[src/rtl/particle_pkg.sv]
// Shared types and constants for the particle fetch path: FSM state encoding
// and the {index, data} beat that travels through the output FIFO.
package particle_pkg;

  localparam int unsigned PARTICLE_ADDR_WIDTH = 7;
  localparam int unsigned PARTICLE_RAM_WIDTH  = 16;

  typedef enum logic [1:0] {
    IDLE  = 2'd0,
    FETCH = 2'd1,
    DRAIN = 2'd2
  } fetch_state_t;

  typedef struct packed {
    logic [PARTICLE_ADDR_WIDTH-1:0] index;
    logic [PARTICLE_RAM_WIDTH-1:0]  data;
  } fetch_beat_t;

endpackage

[src/rtl/particle_fetcher_if.sv]
// Bus bundle for the fetcher: RAM read port on one side, valid/ready beat
// stream to the particle updater on the other.
interface particle_fetcher_if #(
  parameter int unsigned ADDR_WIDTH = particle_pkg::PARTICLE_ADDR_WIDTH,
  parameter int unsigned RAM_WIDTH  = particle_pkg::PARTICLE_RAM_WIDTH
);

  logic [ADDR_WIDTH-1:0] mem_addr;
  logic                  mem_read_enable;
  logic [RAM_WIDTH-1:0]  mem_data;
  logic [RAM_WIDTH-1:0]  data_out;
  logic [ADDR_WIDTH-1:0] addr_out;
  logic                  valid_out;
  logic                  ready_in;
  logic                  last_out;

  modport master (
    output mem_addr, mem_read_enable,
    input  mem_data,
    output data_out, addr_out, valid_out, last_out,
    input  ready_in
  );

  modport slave (
    input  mem_addr, mem_read_enable,
    output mem_data,
    input  data_out, addr_out, valid_out, last_out,
    output ready_in
  );

endinterface

[src/rtl/fetch_fifo.sv]
// Synchronous FIFO with occupancy count; a push into a full FIFO is accepted
// when a pop happens in the same cycle.
module fetch_fifo #(
  parameter  int unsigned WIDTH = 23,
  parameter  int unsigned DEPTH = 4,
  localparam int unsigned CNT_W = $clog2(DEPTH + 1)
) (
  input  logic             clk_in,
  input  logic             rst,
  input  logic             push,
  input  logic             pop,
  input  logic [WIDTH-1:0] push_data,
  output logic [WIDTH-1:0] head,
  output logic             full,
  output logic             empty,
  output logic [CNT_W-1:0] count
);

  localparam int unsigned PTR_W = (DEPTH > 1) ? $clog2(DEPTH) : 1;

  logic [WIDTH-1:0] r_mem [DEPTH];
  logic [PTR_W-1:0] r_wr;
  logic [PTR_W-1:0] r_rd;
  logic [CNT_W-1:0] r_count;
  logic             w_push;
  logic             w_pop;

  function automatic logic [PTR_W-1:0] ptr_next(input logic [PTR_W-1:0] p);
    return (p == PTR_W'(DEPTH - 1)) ? '0 : p + PTR_W'(1);
  endfunction

  assign full   = (r_count == CNT_W'(DEPTH));
  assign empty  = (r_count == '0);
  assign count  = r_count;
  assign head   = r_mem[r_rd];
  assign w_pop  = pop && !empty;
  assign w_push = push && (!full || pop);

  always_ff @(posedge clk_in) begin
    if (rst) begin
      for (int i = 0; i < int'(DEPTH); i++) r_mem[i] <= '0;
      r_wr    <= '0;
      r_rd    <= '0;
      r_count <= '0;
    end else begin
      if (w_push) begin
        r_mem[r_wr] <= push_data;
        r_wr        <= ptr_next(r_wr);
      end
      if (w_pop) r_rd <= ptr_next(r_rd);
      case ({w_push, w_pop})
        2'b10:   r_count <= r_count + CNT_W'(1);
        2'b01:   r_count <= r_count - CNT_W'(1);
        default: r_count <= r_count;
      endcase
    end
  end

endmodule

[src/rtl/particle_fetcher.sv]
// Streams particle RAM entries 0..count-1 to the updater, using a credit
// scheme so BRAM latency and back-pressure never overflow the output FIFO.
// Optional back-pressure counter: define PARTICLE_FETCHER_STALL_COUNT_EN.
module particle_fetcher
  import particle_pkg::*;
#(
  parameter int unsigned ADDR_WIDTH   = PARTICLE_ADDR_WIDTH,
  parameter int unsigned RAM_WIDTH    = PARTICLE_RAM_WIDTH,
  parameter int unsigned READ_LATENCY = 1,
  parameter int unsigned FIFO_DEPTH   = 4
) (
  input  logic                clk_in,
  input  logic                rst,
  input  logic                start,
  input  logic [ADDR_WIDTH:0] particle_count,
  output logic                busy,
  output logic                done,
  output logic [15:0]         stall_cycles,
  particle_fetcher_if.master  pf
);

  localparam int unsigned CNT_W  = $clog2(FIFO_DEPTH + 1);
  localparam int unsigned IDX_W  = ADDR_WIDTH + 1;
  localparam int unsigned BEAT_W = $bits(fetch_beat_t);

  fetch_state_t            r_state;
  logic [IDX_W-1:0]        r_count;
  logic [IDX_W-1:0]        r_ptr;
  logic                    r_mem_re;
  logic [ADDR_WIDTH-1:0]   r_mem_addr;
  logic [CNT_W-1:0]        r_credits;
  logic                    r_busy;
  logic                    r_done;
  logic [READ_LATENCY-1:0] r_pipe_v;
  logic [ADDR_WIDTH-1:0]   r_pipe_idx [READ_LATENCY];

  logic                    w_valid;
  logic                    w_pop;
  logic                    w_issue;
  logic                    w_can_issue;
  logic                    w_start_ok;
  logic                    w_drained;
  logic [IDX_W-1:0]        w_ptr_inc;
  logic [CNT_W-1:0]        w_credits_avail;
  logic                    w_unused_full;
  logic                    w_fifo_empty;
  logic [CNT_W-1:0]        w_fifo_count;
  fetch_beat_t             w_push_beat;
  fetch_beat_t             w_head;

  // Credits = reads reserved or in flight + FIFO occupancy; capped at FIFO_DEPTH.
  assign w_valid         = !w_fifo_empty;
  assign w_pop           = w_valid && pf.ready_in;
  assign w_credits_avail = r_credits - CNT_W'(w_pop);
  assign w_can_issue     = (w_credits_avail < CNT_W'(FIFO_DEPTH));
  assign w_ptr_inc       = r_ptr + IDX_W'(1);
  assign w_start_ok      = start && (particle_count != '0);
  assign w_issue         = (r_state == IDLE)  ? w_start_ok :
                           (r_state == FETCH) ? w_can_issue : 1'b0;
  assign w_drained       = !r_mem_re && (r_pipe_v == '0) &&
                           (w_fifo_count == CNT_W'(w_pop));

  always_ff @(posedge clk_in) begin
    if (rst) begin
      r_state    <= IDLE;
      r_count    <= '0;
      r_ptr      <= '0;
      r_mem_re   <= 1'b0;
      r_mem_addr <= '0;
      r_credits  <= '0;
      r_busy     <= 1'b0;
      r_done     <= 1'b0;
    end else begin
      r_done    <= 1'b0;
      r_mem_re  <= 1'b0;
      r_credits <= w_credits_avail + CNT_W'(w_issue);
      case (r_state)
        IDLE: begin
          if (start) begin
            if (w_start_ok) begin
              r_count    <= particle_count;
              r_busy     <= 1'b1;
              r_mem_re   <= 1'b1;
              r_mem_addr <= '0;
              r_ptr      <= IDX_W'(1);
              r_state    <= (particle_count == IDX_W'(1)) ? DRAIN : FETCH;
            end else begin
              r_done <= 1'b1;
            end
          end
        end
        FETCH: begin
          if (w_can_issue) begin
            r_mem_re   <= 1'b1;
            r_mem_addr <= r_ptr[ADDR_WIDTH-1:0];
            r_ptr      <= w_ptr_inc;
            if (w_ptr_inc == r_count) r_state <= DRAIN;
          end
        end
        DRAIN: begin
          if (w_drained) begin
            r_state <= IDLE;
            r_busy  <= 1'b0;
            r_done  <= 1'b1;
          end
        end
        default: r_state <= IDLE;
      endcase
    end
  end

  // Read-return tracking: valid bit and index ride alongside the RAM latency.
  always_ff @(posedge clk_in) begin
    if (rst) begin
      r_pipe_v <= '0;
    end else begin
      r_pipe_v[0] <= r_mem_re;
      for (int i = 1; i < int'(READ_LATENCY); i++) r_pipe_v[i] <= r_pipe_v[i-1];
    end
  end

  always_ff @(posedge clk_in) begin
    r_pipe_idx[0] <= r_mem_addr;
    for (int i = 1; i < int'(READ_LATENCY); i++) r_pipe_idx[i] <= r_pipe_idx[i-1];
  end

  always_comb begin
    w_push_beat       = '0;
    w_push_beat.index = PARTICLE_ADDR_WIDTH'(r_pipe_idx[READ_LATENCY-1]);
    w_push_beat.data  = PARTICLE_RAM_WIDTH'(pf.mem_data);
  end

  fetch_fifo #(
    .WIDTH (BEAT_W),
    .DEPTH (FIFO_DEPTH)
  ) u_fifo (
    .clk_in    (clk_in),
    .rst       (rst),
    .push      (r_pipe_v[READ_LATENCY-1]),
    .pop       (w_pop),
    .push_data (w_push_beat),
    .head      (w_head),
    .full      (w_unused_full),
    .empty     (w_fifo_empty),
    .count     (w_fifo_count)
  );

  assign pf.mem_addr        = r_mem_addr;
  assign pf.mem_read_enable = r_mem_re;
  assign pf.valid_out       = w_valid;
  assign pf.data_out        = RAM_WIDTH'(w_head.data);
  assign pf.addr_out        = ADDR_WIDTH'(w_head.index);
  assign pf.last_out        = w_valid && (IDX_W'(w_head.index) == r_count - IDX_W'(1));
  assign busy               = r_busy;
  assign done               = r_done;

`ifdef PARTICLE_FETCHER_STALL_COUNT_EN
  logic [15:0] r_stall;

  always_ff @(posedge clk_in) begin
    if (rst) begin
      r_stall <= '0;
    end else if ((r_state == IDLE) && start) begin
      r_stall <= '0;
    end else if (w_valid && !pf.ready_in && (r_stall != 16'hFFFF)) begin
      r_stall <= r_stall + 16'd1;
    end
  end

  assign stall_cycles = r_stall;
`else
  assign stall_cycles = '0;
`endif

endmodule

[src/flat_wrapper.sv]
// flat-port wrapper written by rule: the top's interface ports become plain ports
module particle_fetcher_flat import particle_pkg::*;
#(
  parameter int unsigned ADDR_WIDTH   = PARTICLE_ADDR_WIDTH,
  parameter int unsigned RAM_WIDTH    = PARTICLE_RAM_WIDTH,
  parameter int unsigned READ_LATENCY = 1,
  parameter int unsigned FIFO_DEPTH   = 4
)
  (clk_in, rst, start, particle_count, busy, done, stall_cycles, pf_mem_addr, pf_mem_read_enable, pf_mem_data, pf_data_out, pf_addr_out, pf_valid_out, pf_last_out, pf_ready_in);
  particle_fetcher_if #(.ADDR_WIDTH(ADDR_WIDTH), .RAM_WIDTH(RAM_WIDTH)) pf_i ();
  input  logic clk_in;
  input  logic rst;
  input  logic start;
  input  logic [ADDR_WIDTH:0] particle_count;
  output logic busy;
  output logic done;
  output logic [15:0] stall_cycles;
  output wire logic [$bits(pf_i.mem_addr)-1:0] pf_mem_addr;
  output wire logic [$bits(pf_i.mem_read_enable)-1:0] pf_mem_read_enable;
  input wire logic [$bits(pf_i.mem_data)-1:0] pf_mem_data;
  output wire logic [$bits(pf_i.data_out)-1:0] pf_data_out;
  output wire logic [$bits(pf_i.addr_out)-1:0] pf_addr_out;
  output wire logic [$bits(pf_i.valid_out)-1:0] pf_valid_out;
  output wire logic [$bits(pf_i.last_out)-1:0] pf_last_out;
  input wire logic [$bits(pf_i.ready_in)-1:0] pf_ready_in;
  assign pf_mem_addr = pf_i.mem_addr;
  assign pf_mem_read_enable = pf_i.mem_read_enable;
  assign pf_i.mem_data = pf_mem_data;
  assign pf_data_out = pf_i.data_out;
  assign pf_addr_out = pf_i.addr_out;
  assign pf_valid_out = pf_i.valid_out;
  assign pf_last_out = pf_i.last_out;
  assign pf_i.ready_in = pf_ready_in;
  particle_fetcher #(.ADDR_WIDTH(ADDR_WIDTH), .RAM_WIDTH(RAM_WIDTH), .READ_LATENCY(READ_LATENCY), .FIFO_DEPTH(FIFO_DEPTH)) u_core (.clk_in(clk_in), .rst(rst), .start(start), .particle_count(particle_count), .busy(busy), .done(done), .stall_cycles(stall_cycles), .pf(pf_i));
endmodule
[config.mk]
export PLATFORM = sky130hd
export DESIGN_NAME = particle_fetcher_flat
export DESIGN_NICKNAME = d
export VERILOG_FILES = /design/src/rtl/particle_pkg.sv /design/src/rtl/particle_fetcher_if.sv /design/src/rtl/fetch_fifo.sv /design/src/rtl/particle_fetcher.sv /design/src/flat_wrapper.sv
export SDC_FILE = /design/constraint.sdc
export NUM_CORES = 1
export LEC_CHECK = 0
export BUFFER_PORTS_ARGS = -buffer_cell sky130_fd_sc_hd__buf_4
export CORE_MARGIN = 3
export CORE_UTILIZATION = 53
export DETAILED_ROUTE_END_ITERATION = 10
export PLACE_DENSITY = 0.77
export SLEW_MARGIN = 10
export SYNTH_ARGS = -nofsm -noshare
export SYNTH_HDL_FRONTEND = slang
export SYNTH_SLANG_ARGS = --single-unit
[constraint.sdc]
create_clock -name clk_in -period 2.8 [get_ports clk_in]
set_input_delay 0.56 -clock clk_in [delete_from_list [all_inputs] [get_ports clk_in]]
set_output_delay 0.56 -clock clk_in [all_outputs]
set_load 0.05 [all_outputs]
== Word level (Yosys, flattened, before mapping) ==
Memory sizes are Yosys's and may differ from the RTL's. A register that Yosys moved wholly into a read port is not among the register bits.
Cells that the tools add are included.

* Register bits after elaboration: 39
* Bits in writable memories: 99
* Input bits: 28
* Output and inout port bits: 51
* Word-level logic and storage cells: 104
* Memories: 2

* Add/subtract/negate cells: 8
* Magnitude comparators: 1
* Equal/unequal tests: 16
* Muxes and demuxes: 42
* Bitwise gates (word level): 1
* Reductions and logical operators: 22

{| class="wikitable"
|+ Memory list
! memory !! words !! bits a word !! read ports !! clocked after memory_dff !! write ports !! RTL line !! RTL
|-
| u_core.u_fifo.r_mem || 4 || 23 || 1 || 1 || 4 || fetch_fifo.sv:21 || <nowiki>logic [WIDTH-1:0] r_mem [DEPTH];</nowiki>
|-
| u_core.r_pipe_idx || 1 || 7 || 1 || 0 || 1 || particle_fetcher.sv:35 || <nowiki>logic [ADDR_WIDTH-1:0] r_pipe_idx [READ_LATENCY];</nowiki>
|}

{| class="wikitable"
|+ Operators by type and width
! cell !! number
|-
| two-way mux 8 bit || 3
|-
| two-way mux 23 bit || 1
|-
| OR reduction 23 bit || 1
|-
| two-way mux 2 bit || 11
|-
| two-way mux 7 bit || 3
|-
| two-way mux 1 bit || 17
|-
| one-hot mux 8 bit (2 select lines) || 1
|-
| one-hot mux 7 bit (2 select lines) || 1
|-
| adder 8 x 1 -> 8 bit (second input constant) || 1
|-
| equality test 2 bit (second input constant) || 4
|-
| equality test 7 x 8 -> 1 bit || 1
|-
| equality test 8 x 1 -> 1 bit (second input constant) || 1
|-
| equality test 8 bit || 1
|-
| AND reduction 4 bit || 2
|-
| nonzero test 8 bit || 1
|-
| subtractor 8 x 1 -> 8 bit (second input constant) || 1
|-
| logical AND 1 bit || 7
|-
| != test 2 x 1 -> 1 bit (second input constant) || 3
|-
| one-hot mux 1 bit (2 select lines) || 3
|-
| one-hot mux 2 bit (3 select lines) || 1
|-
| one-hot mux 3 bit (2 select lines) || 1
|-
| nonzero test 2 bit || 3
|-
| AND reduction 5 bit || 1
|-
| adder 2 x 1 -> 2 bit (second input constant) || 2
|-
| other kinds (15) || 19
|}

== Logic depth before layout (Yosys ltp) ==
Gate-level depths: netlist (run 1).

* Depth after elaboration: 10
* Gate-level depth with buffers: 14
* Gate-level depth less buffers: 13

== By module ==
Synthesis (run 1) repeated with hierarchy kept, for this count alone.

* Cells, all modules: 519
* Area, all modules: 6,618.8 um2

{| class="wikitable"
|+ By module, submodules not included
! module !! times used !! cells an instance !! area an instance (um2) !! seq. area each (um2)
|-
| fetch_fifo || 1 || 276 || 4,541.9 || 2,942.8
|-
| particle_fetcher || 1 || 243 || 2,077.0 || 780.7
|}

== Worst setup path before layout (run 1) ==
No wires, ideal clock.

* Path type: register to output
* From: register (tool-made name)
* To: output pf_last_out
* Arrival: 3.147 ns
* Required time: 2.240 ns
* Setup slack: -0.907 ns
* Stages on the path, launching flop included: 7
* Path buffers: 2
* Path through: dfxtp_1 -> buf_2 -> buf_4 -> mux4_2 -> xnor2_1 -> or3_1 -> a221oi_1

{| class="wikitable"
|+ RTL lines
! what !! RTL line !! RTL
|-
| end: declaration || flat_wrapper.sv:24 || <nowiki>output wire logic [$bits(pf_i.last_out)-1:0] pf_last_out;</nowiki>
|}

==> impl_metrics.py, run 1 <==
metrics = {
    "die": {
        "rows": 39,
        "io_pins": 79,
        "dieArea_um2": 13700,
        "dieHeight_um": 117,
        "die_width_um": 117,
        "initial_utilization_pct": 55.8,
        "coreArea_um2": 11700,
    },
    "timing": {
        "min_period_ns": 3.11,
        "fmax_mhz": 321,
        "worst_slack_ns": -0.311,
        "setup_violations": 1,
        "fin_crit_sh_pct": 111,
        "fin_worst_skew_ns": 0.00642,
        "relSlewSlack_pct": 55.3,
        "slew_violations": 0,
        "worstMarginPinSlew_ns": 0.671,
        "rsz0062_at_grt": "yes",
        "hold_viol_final": 0,
    },
    "global_routing": {
        "grt_max_degree": 47,
        "grt_pass1_wl_mm": 22.5,
        "grt.overflow.total": 0,
        "grt_usage_pct": 22.2,
        "grt_pass1_vias": 4340,
        "antenna_found_initial": 0,
    },
    "clocking": {
        "cts_max_level": 4,
        "tritoncts": "built",
        "cts_root_buf": "clkbuf_16",
        "clk_latency_ns": 0.42,
        "cts_max_path_buffers": 2,
        "clkSinkCount": 140,
        "postCtsSetupRepairBufs": 0,
        "clk_pin_slew_ns": 0.05,
        "cts_buffers": 17,
    },
    "critical_path": {
        "reg2regPathDepth": 11,
        "cp-end-kind": "primary output",
        "critPathLaunchType": "flop",
        "path_class": "reg2out",
        "cp_max_fo": 5,
        "critical_path_required_ns": 2.24,
        "cp.arrival_ns": 2.55,
    },
    "min_path": {
        "min_path_type": "reg2reg",
        "min_path_cells": 0,
    },
    "synthesis": {
        "seq_area_frac_synth_pct": 57.0,
        "synth-edff-count": 92,
        "yosysUniqueCellTypes": 58,
        "async_reset_ff_share_pct": 0,
        "netlist_top_cells_area": "edfxtp_1, dfxtp_1, and2_1",
        "synth_top_area_cell": "edfxtp_1",
        "synthCells": 528,
        "yosysWarnings": 0,
        "yosys.area.top_type_share_pct": 42.3,
        "synth_area_um2": 6530,
        "synthFlopType": "edfxtp_1",
        "synth.avg_cell_area_um2": 12.4,
        "ys_ff_latch": 140,
    },
    "pwr": {
        "p_leak_nw": 3.07,
        "peakVddDrop_uv": 338,
        "power_mw": 6.35,
        "power_density_nw_per_um2": 815,
    },
    "finish": {
        "multi_input_area_um2": 2620,
        "drive_above_1_share_pct": 26.7,
        "seqCellArea_um2": 3730,
        "area_delta_synth_final_pct": 19.3,
        "diodes": 0,
        "final_util_pct": 66.5,
        "nFillCells": 859,
        "final_nets": 641,
    },
    "route": {
        "wl_per_cell_um": 18.7,
        "num_vias": 4194,
        "first_pass_iters": 4,
        "via_per_inst": 5.53,
        "wl_mm": 14.2,
        "drt-initial-drc-count": 301,
        "drc": 0,
        "antenna_left": 0,
    },
    "placement": {
        "dp_worst_setup_slack_ns": 0.0469,
        "place.gp.congestion": 0.883,
        "hpwl_mm": 9.47,
        "portBuffers": 62,
    },
    "run_status": {
        "status": "finished, violations left",
        "violations": "setup timing",
    },
    "run": {
        "drv_cap": 0,
    },
}
[cell families (layout without fill, tap and decap cells)]
family	count (synthesis)	after routing	synth area share, %
AND/OR/NAND/NOR	205	205	17.9
flip-flops	140	140	57.0
buffers and inverters	66	138	5.11
AO/OA/AOI/OAI	57	57	5.84
multiplexers	30	30	9.00
XOR/XNOR	19	19	3.10
adder cells (fa/ha/maj)	10	10	2.03
other	1	16	0.0574
[critical path: stages, from the launching register on]
cell      delay (ns)
dfxtp_4         0.38
mux4_2          0.56
xnor2_2         0.17
xnor2_1         0.14
or3_4           0.38
a221oi_4        0.29
buf_6           0.21
[cell usage after synthesis (9+ instances only)]
cell      count
a21oi_1      23
mux4_2       23
edfxtp_1     92
nand3_1      13
dfxtp_1      48
nand2_1      24
nor2_1       26
buf_4        17
inv_1        19
and2_1       95
clkbuf_1     19
xnor2_1      10
ha_1          9
nor3_1        9
o21ai_0      11
[path summary, 6_finish.rpt]
path,from,end,slack (ns)
max,flop,pf_last_out,-0.31
min,u_core.pf.mem_addr[0]$_SDFFE_PP0P_,u_core.r_pipe_idx[0][0]$_DFF_P_,0.36
max reg2reg,u_core.u_fifo.count[1]$_SDFFE_PP0P_,u_core.r_state[1]$_SDFFE_PP0P_,0.10
min reg2reg,u_core.pf.mem_addr[0]$_SDFFE_PP0P_,u_core.r_pipe_idx[0][0]$_DFF_P_,0.36
[power breakdown]
group | switching [mW] | internal (mW)
clock network | 0.801 | 1.29
registers | 0.114 | 2.37
logic | 1.08 | 0.694
[flip-flops by register name, summed over array words and instances, names as in the netlist, named ones only]
name	cells
u_core.busy	1
u_core.done	1
u_core.pf.mem_addr	7
u_core.pf.mem_read_enable	1
u_core.r_count	8
u_core.r_credits	3
u_core.r_pipe_idx	7
u_core.r_pipe_v	1
u_core.r_ptr	8
u_core.r_state	2
u_core.u_fifo.count	3
u_core.u_fifo.r_mem	92
u_core.u_fifo.r_rd	2
u_core.u_fifo.r_wr	2
[through the flow]
stage | hold slack [ns] | setup TNS (ns) | std cells | area [um^2]
floorplan | 0.454 | -0.112 | 543 | 6650
global placement | 0.364 | 0 | 727 | 7230
detailed placement | 0.362 | 0 | 727 | 7230
CTS | 0.368 | -0.318 | 758 | 7780
global route | 0.375 | -0.427 | 758 | 7790
finish | 0.365 | -0.311 | 758 | 7790
[layout by cell type, fill, tap and decap left out, types with 16 or more instances in the layout]
cell type and count:
a21oi_1 23, and2_1 95, buf_4 86, clkbuf_16 17, conb_1 16, dfxtp_1 47, edfxtp_1 92, inv_1 19
mux4_2 23, nand2_1 23, nor2_1 26
[routing by layer]
metal / up-vias / routed length, um / GRT usage [%]
met1: 2057 / 5870 / 26.0
met4: 0 / 283 / 10.0
met5: - / 0 / 0
met2: 119 / 7340 / 38.8
met3: 23 / 709 / 5.09
li1: 1995 / - / -
[layout make-up]
class                           instances  area share, %
Multi-Input combinational cell        337           33.6
Inverter                               20          0.963
Timing Repair Buffer                   87           8.43
Sequential cell                       140           47.8
Tap cell                              143           2.30
Clock buffer                           21           5.65
Clock inverter                         10           1.28
[timing repair]
item | 4_1_cts | 5_1_grt
resized for setup | 2 | 4
pin swaps | 0 | 1
setup endpoints to repair | 1 | 5
hold buffers | 0 | 0
No activity file was read; power rests on OpenSTA's default activity.
==> inputs of run 2 (changes only) <==
--- a/config.mk
+++ b/config.mk
@@ -6,10 +6,12 @@
 export NUM_CORES = 1
 export LEC_CHECK = 0
 export BUFFER_PORTS_ARGS = -buffer_cell sky130_fd_sc_hd__buf_4
-export CORE_MARGIN = 3
-export CORE_UTILIZATION = 53
+export CELL_PAD_IN_SITES_DETAIL_PLACEMENT = 0
+export CELL_PAD_IN_SITES_GLOBAL_PLACEMENT = 1
+export CORE_MARGIN = 10
+export CORE_UTILIZATION = 43
 export DETAILED_ROUTE_END_ITERATION = 10
-export PLACE_DENSITY = 0.77
+export PLACE_DENSITY_LB_ADDON = 0.1
 export SLEW_MARGIN = 10
 export SYNTH_ARGS = -nofsm -noshare
 export SYNTH_HDL_FRONTEND = slang
==> run 2 against run 1 <==
The run still ends with setup timing left. Sequential power barely moved. Worst hold slack gained 0.018 ns. Combinational power up 3%. Clock power barely moved. Cell count rose by 6.1%. Non-clock buffer count grew 4.
==> impl_metrics.py, run 2 (synthesis results as in run 1) <==
metrics = {
    "die": {
        "io_pins": 79,
        "dieHeight_um": 143,
        "initial_utilization_pct": 44.5,
        "die_width_um": 143,
        "dieArea_um2": 20500,
        "rows": 44,
        "coreArea_um2": 14700,
    },
    "clocking": {
        "clk_pin_slew_ns": 0.06,
        "cts_max_path_buffers": 2,
        "clkSinkCount": 140,
        "cts_buffers": 17,
        "cts_root_buf": "clkbuf_16",
        "tritoncts": "built",
        "postCtsHoldBufs": 0,
        "clk_latency_ns": 0.41,
        "cts_max_level": 4,
    },
    "timing": {
        "hold_slack_ns": 0.383,
        "totalNegativeSetupSlack_ns": -0.240,
        "slew_violations": 0,
        "relSlewSlack_pct": 51.4,
        "fin_worst_skew_ns": 0.00654,
        "rsz0062_at_grt": "yes",
        "hold_viol_final": 0,
        "fmax_mhz": 329,
        "fin_crit_sh_pct": 109,
        "worst_slack_ns": -0.240,
        "setup_violations": 1,
        "worstMarginPinSlew_ns": 0.729,
        "min_period_ns": 3.04,
    },
    "run": {
        "drv_cap": 0,
    },
    "route": {
        "routed-wl-met3_mm": 1.07,
        "num_vias": 4161,
        "drt-initial-drc-count": 328,
        "antenna_left": 0,
        "met2WireLength_mm": 7.40,
        "first_pass_iters": 4,
        "wl_mm": 15.1,
        "via_per_inst": 5.18,
        "drt-met1-wl_mm": 6.45,
        "topRoutingLayerUsed": "met4",
        "drc": 0,
        "wl_per_cell_um": 18.7,
    },
    "run_status": {
        "status": "finished, violations left",
        "violations": "setup timing",
    },
    "critical_path": {
        "cp_max_fo": 3,
        "cp.arrival_ns": 2.48,
        "reg2regPathDepth": 12,
        "critical_path_required_ns": 2.24,
        "path_class": "reg2out",
        "cp-end-kind": "primary output",
        "critPathLaunchType": "flop",
    },
    "min_path": {
        "min_path_cells": 0,
        "min_path_type": "reg2reg",
    },
    "finish": {
        "diodes": 0,
        "final_nets": 645,
        "layout_commonest_cell": "and2_1",
        "design_area_um2": 7910,
        "final_util_pct": 53.8,
        "finalNonFillerCells": 804,
        "final_cell_mix": "and2_1, edfxtp_1, buf_4",
        "largest_reg_flops": 92,
        "nFillCells": 1313,
        "reg_top3": "u_core.u_fifo.r_mem: 92 flops, u_core.r_count: 8 flops, u_core.r_ptr: 8 flops",
        "top_register": "u_core.u_fifo.r_mem",
        "area_delta_synth_final_pct": 21.0,
        "drive_above_1_share_pct": 26.8,
    },
    "placement": {
        "dp_worst_setup_slack_ns": 0.0690,
        "placed_area_um2": 7310,
        "portBuffers": 62,
        "dp_cells": 771,
        "hpwl_mm": 10.0,
        "place.gp.congestion": 0.852,
    },
    "pwr": {
        "peakVddDrop_uv": 471,
        "power_density_nw_per_um2": 813,
        "power_mw": 6.43,
        "p_leak_nw": 3.09,
    },
    "global_routing": {
        "grt_pass1_vias": 4299,
        "grt.overflow.total": 0,
        "grt_pass1_wl_mm": 23.7,
        "antenna_found_initial": 0,
        "grt_usage_pct": 15.3,
        "grt_max_degree": 32,
    },
}
## run 2: cell types whose count changed in the layout (fill, tap and decap cells not counted), sizes merged
cell      change
buf           +4
clkbuf        +2
clkinv        -2
clkinvlp      +1
## run 2: layout make-up
cell class	instances	area (um^2)	area share, %
clock buffer	23	448	5.66
multi-input combinational	337	2620	33.1
clock inverter	9	96.3	1.22
timing repair buffer	91	714	9.03
tap	184	230	2.91
inverter	20	75.1	0.949
sequential	140	3730	47.1
## run 2: routing by layer
layer	up-vias	global-route usage (%)
met2	111	24.8
met1	2033	19.0
met3	10	5.17
met4	0	4.73
met5	-	0
li1	2007	-
## run 2: final timing paths
| kind | from | endpoint | slack (ns) |
|---|---|---|---|
| worst max register to register | u_core.u_fifo.count[1]$_SDFFE_PP0P_ | u_core.r_credits[1]$_SDFF_PP0_ | 0.22 |
| worst max-delay path | flop | pf_last_out | -0.24 |
| worst min-delay path | u_core.pf.mem_addr[5]$_SDFFE_PP0P_ | u_core.r_pipe_idx[0][5]$_DFF_P_ | 0.38 |
| worst min register to register | u_core.pf.mem_addr[5]$_SDFFE_PP0P_ | u_core.r_pipe_idx[0][5]$_DFF_P_ | 0.38 |
## run 2: critical path, stage by stage (launching register included)
cell and delay, ns:
dfxtp_4 0.38, mux4_2 0.54, xnor2_2 0.16, xnor2_1 0.13, or3_4 0.37, a221oi_4 0.28
buf_6 0.20
## run 2: power breakdown
| group | leakage, nW | total (mW) | internal (mW) | switching, mW |
|---|---|---|---|---|
| sequential | 1.34 | 2.47 | 2.37 | 0.105 |
| combinational | 1.49 | 1.84 | 0.729 | 1.11 |
| clock | 0.258 | 2.11 | 1.30 | 0.811 |
## run 2: what timing repair did
action	4_1_cts	5_1_grt
pin swaps	1	2
resized for setup	7	4
endpoints found under the setup margin	1	6
buffers inserted	1	0
